## src/rtl/serial_frame_tx.sv

```systemverilog
// Parallel-to-serial framer. Each accepted word goes out on ser_out as a start
// bit (0), the data MSB-first, an optional even-parity bit, and a stop bit (1).
// Every bit is held for DIV clocks. shift_en strobes on the first clock of each
// bit to clock the downstream shift chain.
module serial_frame_tx #(
  parameter int DATA_W    = 16,
  parameter int DIV       = 4,
  parameter bit PARITY_EN = 1'b1
) (
  input  logic              clk,
  input  logic              rst_n,
  input  logic [DATA_W-1:0] s_data,
  input  logic              s_valid,
  output logic              s_ready,
  output logic              ser_out,
  output logic              shift_en,
  output logic              busy,
  output logic              frame_done
);

  if (DIV < 1) begin : g_bad_div
    $error("serial_frame_tx: DIV must be >= 1");
  end
  if (DATA_W < 1 || DATA_W > 32) begin : g_bad_width
    $error("serial_frame_tx: DATA_W must be in 1..32");
  end

  localparam int DIV_CW = (DIV > 1) ? $clog2(DIV) : 1;
  localparam int BIT_CW = (DATA_W > 1) ? $clog2(DATA_W) : 1;

  localparam logic [DIV_CW-1:0] DIV_LAST = DIV_CW'(DIV - 1);
  localparam logic [BIT_CW-1:0] BIT_LAST = BIT_CW'(DATA_W - 1);

  localparam logic [2:0] ST_IDLE   = 3'd0;
  localparam logic [2:0] ST_START  = 3'd1;
  localparam logic [2:0] ST_DATA   = 3'd2;
  localparam logic [2:0] ST_PARITY = 3'd3;
  localparam logic [2:0] ST_STOP   = 3'd4;

  logic [2:0]        state_q, state_d;
  logic [DIV_CW-1:0] div_cnt_q, div_cnt_d;
  logic [BIT_CW-1:0] bit_cnt_q, bit_cnt_d;
  logic [DATA_W-1:0] shift_q, shift_d;
  logic              parity_q, parity_d;
  logic              ser_out_q, ser_out_d;
  logic              s_ready_q, s_ready_d;
  logic              shift_en_q, shift_en_d;
  logic              busy_q, busy_d;
  logic              frame_done_q, frame_done_d;
  logic              bit_end;

  // Last clock of the current bit period.
  assign bit_end = (div_cnt_q == DIV_LAST);

  // Next-state logic: bit timing, frame sequencing and output updates.
  always_comb begin
    // NOTE: every signal gets a default first so no path leaves it unassigned,
    // which would otherwise infer a latch.
    state_d      = state_q;
    div_cnt_d    = div_cnt_q;
    bit_cnt_d    = bit_cnt_q;
    shift_d      = shift_q;
    parity_d     = parity_q;
    ser_out_d    = ser_out_q;
    s_ready_d    = s_ready_q;
    shift_en_d   = 1'b0;
    busy_d       = busy_q;
    frame_done_d = 1'b0;

    if (state_q != ST_IDLE) begin
      div_cnt_d = bit_end ? '0 : div_cnt_q + 1'b1;
    end

    case (state_q)
      ST_IDLE: begin
        if (s_valid && s_ready_q) begin
          shift_d    = s_data;
          parity_d   = ^s_data;
          div_cnt_d  = '0;
          bit_cnt_d  = '0;
          state_d    = ST_START;
          s_ready_d  = 1'b0;
          busy_d     = 1'b1;
          ser_out_d  = 1'b0;
          shift_en_d = 1'b1;
        end
      end
      ST_START: begin
        if (bit_end) begin
          // shift_q always holds the next data bit in its MSB.
          state_d    = ST_DATA;
          bit_cnt_d  = '0;
          ser_out_d  = shift_q[DATA_W-1];
          shift_d    = shift_q << 1;
          shift_en_d = 1'b1;
        end
      end
      ST_DATA: begin
        if (bit_end) begin
          shift_en_d = 1'b1;
          if (bit_cnt_q == BIT_LAST) begin
            state_d   = PARITY_EN ? ST_PARITY : ST_STOP;
            ser_out_d = PARITY_EN ? parity_q : 1'b1;
          end else begin
            bit_cnt_d = bit_cnt_q + 1'b1;
            ser_out_d = shift_q[DATA_W-1];
            shift_d   = shift_q << 1;
          end
        end
      end
      ST_PARITY: begin
        if (bit_end) begin
          state_d    = ST_STOP;
          ser_out_d  = 1'b1;
          shift_en_d = 1'b1;
        end
      end
      ST_STOP: begin
        if (bit_end) begin
          state_d      = ST_IDLE;
          busy_d       = 1'b0;
          s_ready_d    = 1'b1;
          frame_done_d = 1'b1;
        end
      end
      default: begin
        state_d   = ST_IDLE;
        div_cnt_d = '0;
        bit_cnt_d = '0;
        ser_out_d = 1'b1;
        s_ready_d = 1'b1;
        busy_d    = 1'b0;
      end
    endcase
  end

  // State registers; reset drops any frame in flight and returns to idle.
  always_ff @(posedge clk or negedge rst_n) begin
    if (!rst_n) begin
      state_q      <= ST_IDLE;
      div_cnt_q    <= '0;
      bit_cnt_q    <= '0;
      // NOTE: the shift register is ordinary flops, not a memory, so it is
      // reset along with everything else to keep the idle state deterministic.
      shift_q      <= '0;
      parity_q     <= 1'b0;
      ser_out_q    <= 1'b1;
      s_ready_q    <= 1'b1;
      shift_en_q   <= 1'b0;
      busy_q       <= 1'b0;
      frame_done_q <= 1'b0;
    end else begin
      // NOTE: non-blocking updates so every flop samples pre-edge values.
      state_q      <= state_d;
      div_cnt_q    <= div_cnt_d;
      bit_cnt_q    <= bit_cnt_d;
      shift_q      <= shift_d;
      parity_q     <= parity_d;
      ser_out_q    <= ser_out_d;
      s_ready_q    <= s_ready_d;
      shift_en_q   <= shift_en_d;
      busy_q       <= busy_d;
      frame_done_q <= frame_done_d;
    end
  end

  assign s_ready    = s_ready_q;
  assign ser_out    = ser_out_q;
  assign shift_en   = shift_en_q;
  assign busy       = busy_q;
  assign frame_done = frame_done_q;

endmodule

```

## config.mk

```make
export PLATFORM = sky130hd
export DESIGN_NAME = serial_frame_tx
export DESIGN_NICKNAME = d
export VERILOG_FILES = /design/src/rtl/serial_frame_tx.sv
export SDC_FILE = /design/constraint.sdc
export NUM_CORES = 1
export LEC_CHECK = 0
export ABC_CLOCK_PERIOD_IN_PS = 2700
export CELL_PAD_IN_SITES_DETAIL_PLACEMENT = 1
export CELL_PAD_IN_SITES_GLOBAL_PLACEMENT = 1
export CORE_MARGIN = 4
export CORE_UTILIZATION = 44
export DETAILED_ROUTE_END_ITERATION = 10
export GPL_TIMING_DRIVEN = 0
export HOLD_SLACK_MARGIN = 0.08
export PLACE_DENSITY_LB_ADDON = 0.1
export SETUP_SLACK_MARGIN = 0.05
export SLEW_MARGIN = 30
export SYNTH_ARGS = -nofsm -noshare
export SYNTH_HDL_FRONTEND = slang
export SYNTH_SLANG_ARGS = --single-unit
```

## constraint.sdc

```tcl
create_clock -name clk -period 2.7 [get_ports clk]
set_input_delay 0.675 -clock clk [delete_from_list [all_inputs] [get_ports clk]]
set_output_delay 0.675 -clock clk [all_outputs]
set_load 0.01 [all_outputs]
```

## Word-level counts from Yosys, hierarchy flattened

Cells that the tools add are included.

| word-level totals | value |
|---|---|
| input bits | 19 |
| logic and storage cells | 77 |
| register bits after elaboration | 31 |
| output and inout bits | 5 |

| cells by class | value |
|---|---|
| equality and inequality tests | 13 |
| add/sub/neg operators | 2 |
| bitwise operators | 3 |
| reductions and logical operators | 14 |
| multiplexer cells | 35 |

Operators with widths:

| kind | number |
|---|---|
| $mux 16 | 4 |
| $pmux 16 s3 | 1 |
| $mux 3 | 6 |
| $mux 4 | 4 |
| $pmux 4 s4 | 1 |
| $reduce_xor 16->1 | 1 |
| $pmux 3 s5 | 1 |
| $reduce_and 5->1 | 3 |
| $ne 2x2->1 const B | 7 |
| $mux 1 | 10 |
| $eq 3x2->1 const B | 2 |
| $mux 2 | 3 |
| $pmux 1 s3 | 2 |
| $reduce_and 6->1 | 1 |
| $reduce_bool 3->1 | 2 |
| $pmux 1 s5 | 1 |
| $add 4x1->4 const B | 1 |
| $eq 4x4->1 const B | 1 |
| $pmux 2 s2 | 1 |
| $reduce_or 4->1 | 1 |
| $eq 3x1->1 const B | 1 |
| $eq 3x3->1 const B | 1 |
| $logic_not 3->1 | 1 |
| $not 1->1 | 3 |
| 8 further kinds | 8 |

## Logic depth before layout (Yosys ltp)

| logic depth | value |
|---|---|
| depth after elaboration | 5 |
| gate-level depth with buffers | 7 |

## Least setup slack after synthesis

Ideal clock, no wire load.

| path | value |
|---|---|
| path kind | flip-flop to flip-flop |
| start | reg bit_cnt_q[0] |
| end | reg bit_cnt_q[2] |
| stages on the path, launching flop included | 7 |
| slack | 0.842 ns |
| data arrival time | 1.732 ns |
| path through | dfrtp_1 -> ha_1 -> and3_1 -> or3b_4 -> o21ai_0 -> a21oi_1 -> a221o_1 |

| on the way | value |
|---|---|
| word-level cells in the longest chain between the ends | 4 |

RTL lines:

| what | RTL line | text |
|---|---|---|
| start: declaration | 42 | `logic [BIT_CW-1:0] bit_cnt_q, bit_cnt_d;` |
| start signal: assignment | 156 | `bit_cnt_q <= bit_cnt_d;` |
| $add 4x1->4 | 105 | `bit_cnt_d = bit_cnt_q + 1'b1;` |
| $mux 4 | 101 | `if (bit_cnt_q == BIT_LAST) begin` |
| $mux 4 | 99 | `if (bit_end) begin` |
| $pmux 4 s4 | 74 | `case (state_q)` |

Parallel ways exist; a longest one is shown, timed or not. The select of a mux whose other input is x is not followed.
A chain may end at the register's enable or synchronous reset.

## Worst setup path after layout

| path | value |
|---|---|
| start | in s_valid |
| end | reg bit_cnt_q[2] |

| on the way | value |
|---|---|
| word-level cells in the longest chain between the ends | 3 |

RTL lines:

| what | RTL line | text |
|---|---|---|
| start: declaration | 13 | `input logic s_valid,` |
| $logic_and 1x1->1 | 76 | `if (s_valid && s_ready_q) begin` |
| $ne 2x2->1 (no line) | - |  |
| $reduce_and 5->1 (no line) | - |  |

No other way between the ends.

==> run_results.csv <==
group,metric,value,unit
outcome,status,"complete, no violations",
pwr,power_density,513.1,nW/µm²
yosys,yosysWarnings,0,
setup_path,ff2ff_path_depth,7,
global_routing,first_global_vias,1520,
yosys,synthTopCellsByArea,"dfrtp_1 43%, mux2i_1 9.0%, xnor2_1 6.8%",
clocking,clk_path_buf_depth,2,
sta,max_clock_freq,470.2,MHz
final_layout,antennaDiodeCount,0,
sta,slew_violations,0,
sta,fin_ws,0.5733,ns
setup_path,crit_arrival,2.29,ns
drt,post-route-drc-count,0,
yosys,synth_cell_types,38,
sta,slew_headroom,0.5347,
yosys,synth-main-ff-cell,"dfrtp_1",
yosys,async_flop_share,1.000,
sta,tightest_slew,0.6980,ns
yosys,syn_inst,172,
floorplanning,dieArea,4859,µm²
clocking,worstSkewPairLatency,0.28,ns
yosys,ys_seq_area_frac,0.4645,
final_layout,final_util,0.5677,
clocking,clock_sinks,31,
clocking,cts_resized,0,
pwr,p_leak,0.8440,nW
setup_path,worstSetupEndpointType,"flop",
sta,min_period_over_period,0.7877,
worst_hold_path,min_path_type,"in -> async",
clocking,postCtsSetupBuffers,0,
drt,drtIter0Drc,79,
sta,grt_setup_unrepaired,"no",
drt,first_pass_iters,4,
sta,setup_viol,0,
yosys,synth-seq-cells,31,
floorplanning,dieWidth,69.71,µm
sta,finalSetupTns,0,ns
clocking,cts_tree,"yes",
clocking,root_buffer,"clkbuf_8",
pwr,ir_worst_vdd,0.0003235,V
setup_path,start_kind,"input pin",
pwr,p_total,1.066,mW
sta,hold_viol,0,
yosys,yosysTopAreaCellShare,0.4332,
clocking,cts-hold-fix-buffers,0,
setup_path,critPathRequiredTime,2.86,ns
yosys,synth_area,1675,µm²
placed_design,dp_slack,0.2976,ns
drt,ant_nets,0,
drt,vias,1363,
floorplanning,start_util,0.4576,
clocking,cts_inserted_buffers,5,
sta,period_needed,2.127,ns
global_routing,grt_remaining_overflow,0,
final_layout,drive_gt1_frac,0.1133,
placed_design,place.gp.congestion,0.8508,
setup_path,path_class,"in -> reg",
yosys,syn_nets,193,
floorplanning,die_h,69.71,µm
drt,wl,3.893,mm
drt,post_drt_wl_per_cell,15.51,µm
global_routing,antenna_found_initial,0,
sta,fin_skew,0.006191,ns
global_routing,grt_pass1_wl,6.955,mm
yosys,synthTopCellsByCount,"29 x dfrtp_1, 26 x nor2_1, 22 x a21oi_1",
yosys,synth_edf_count,0,
job,drv_cap,0,
clocking,clkSlewWorstSetupHoldPaths,0.07,ns
placed_design,portBuffers,23,
setup_path,crit_fanout,4,
clocking,cts_max_level,2,
yosys,syn_area_per_cell,9.740,µm²
final_layout,design_area,2078,µm²
final_layout,nets,223,
drt,vias_per_cell,5.430,
yosys,synth_largest_area_cell,"dfrtp_1",
global_routing,grt_max_degree,32,
global_routing,grt_util_all_layers,0.1771,
placed_design,dpl.hpwl,2.836,mm
yosys,synth_most_common_cell,"dfrtp_1",
floorplanning,num_rows,22,
placed_design,dpl_cell_area,1961,µm²
final_layout,area_delta_synth_final,24.05,%
floorplanning,io_pins,24,
floorplanning,coreArea,3661,µm²
==> power breakdown <==
group / internal, mW / total (mW) / switching, mW
Clock: 0.298 / 0.471 / 0.172
Sequential: 0.477 / 0.484 / 0.00739
Combinational: 0.0617 / 0.111 / 0.0497
Total: 0.837 / 1.07 / 0.230
==> final cells by class <==
type                    instances  area, µm²
well taps                      48      60.06
multi-input cells             130      835.8
clock inverters                 2      35.03
clock buffers                   6      82.58
inverters                       2      7.507
flip-flops and latches         31      778.2
fillers                       436       1583
repair buffers                 23      225.2
plain buffers                   9      53.80
==> flip-flops by register name, indices dropped and copies added, names as in the netlist <==
| name | count |
|---|---|
| shift_en | 1 |
| state_q | 3 |
| ser_out | 1 |
| frame_done | 1 |
| s_ready | 1 |
| parity_q | 1 |
| div_cnt_q | 2 |
| shift_q | 16 |
| busy | 1 |
| bit_cnt_q | 4 |
==> per-stage QoR <==
step | hold slack, ns | instances
detailed placement | 0.5199 | 243
CTS | 0.4601 | 251
floorplan | 0.3794 | 172
finish | 0.4305 | 251
global route | 0.4896 | 251
global placement | 0.4950 | 243
==> metal layers <==
metal | global-route usage | up-vias | wire length (µm)
li1 | - | 658 | -
met1 | 0.1958 | 670 | 1586
met2 | 0.3210 | 28 | 2072
met3 | 0.04638 | 7 | 155
met4 | 0.07021 | 0 | 78
met5 | 0 | - | 0
==> cells in the final DEF, fill, tap and decap left out, types with 2 or more instances in the layout <==
cell type,instances
dfrtp_1,29
nor2_1,26
a21oi_1,22
clkdlybuf4s50_1,22
mux2i_1,15
xnor2_1,13
nand2_1,9
o21ai_0,8
nand3_1,6
clkbuf_8,6
clkbuf_1,4
nor3_1,3
a31oi_1,3
buf_4,3
inv_1,2
and3_1,2
buf_2,2
xor2_1,2
ha_1,2
dfstp_2,2
==> critical path, cell delays in order <==
cell	delay, ns
clkdlybuf4s50_1	0.52
nand2_1	0.15
o31a_1	0.26
o21ai_0	0.17
a21oi_1	0.12
a221o_1	0.39
==> kinds of logic after synthesis <==
family	share of synthesized area
fa+ha+maj	0.01493
buf+inv	0.03659
mux	0.09634
xor+xnor	0.07842
simple gates	0.1598
compound gates	0.1494
flops	0.4645
==> final timing paths <==
| path | from | endpoint | slack [ns] |
|---|---|---|---|
| max | s_valid | bit_cnt_q[2]$_DFFE_PN0P_ | 0.57 |
| min in group clk | shift_q[6]$_DFFE_PN0P_ | shift_q[6]$_DFFE_PN0P_ | 0.53 |
| max reg2reg | bit_cnt_q[0]$_DFFE_PN0P_ | shift_q[11]$_DFFE_PN0P_ | 0.64 |
| min reg2reg | shift_q[6]$_DFFE_PN0P_ | shift_q[6]$_DFFE_PN0P_ | 0.53 |
| min | rst_n | frame_done$_DFF_PN0_ | 0.43 |
| max in group asynchronous | rst_n | bit_cnt_q[3]$_DFFE_PN0P_ | 1.81 |
Note: power is estimated with default switching activity, not from simulation.
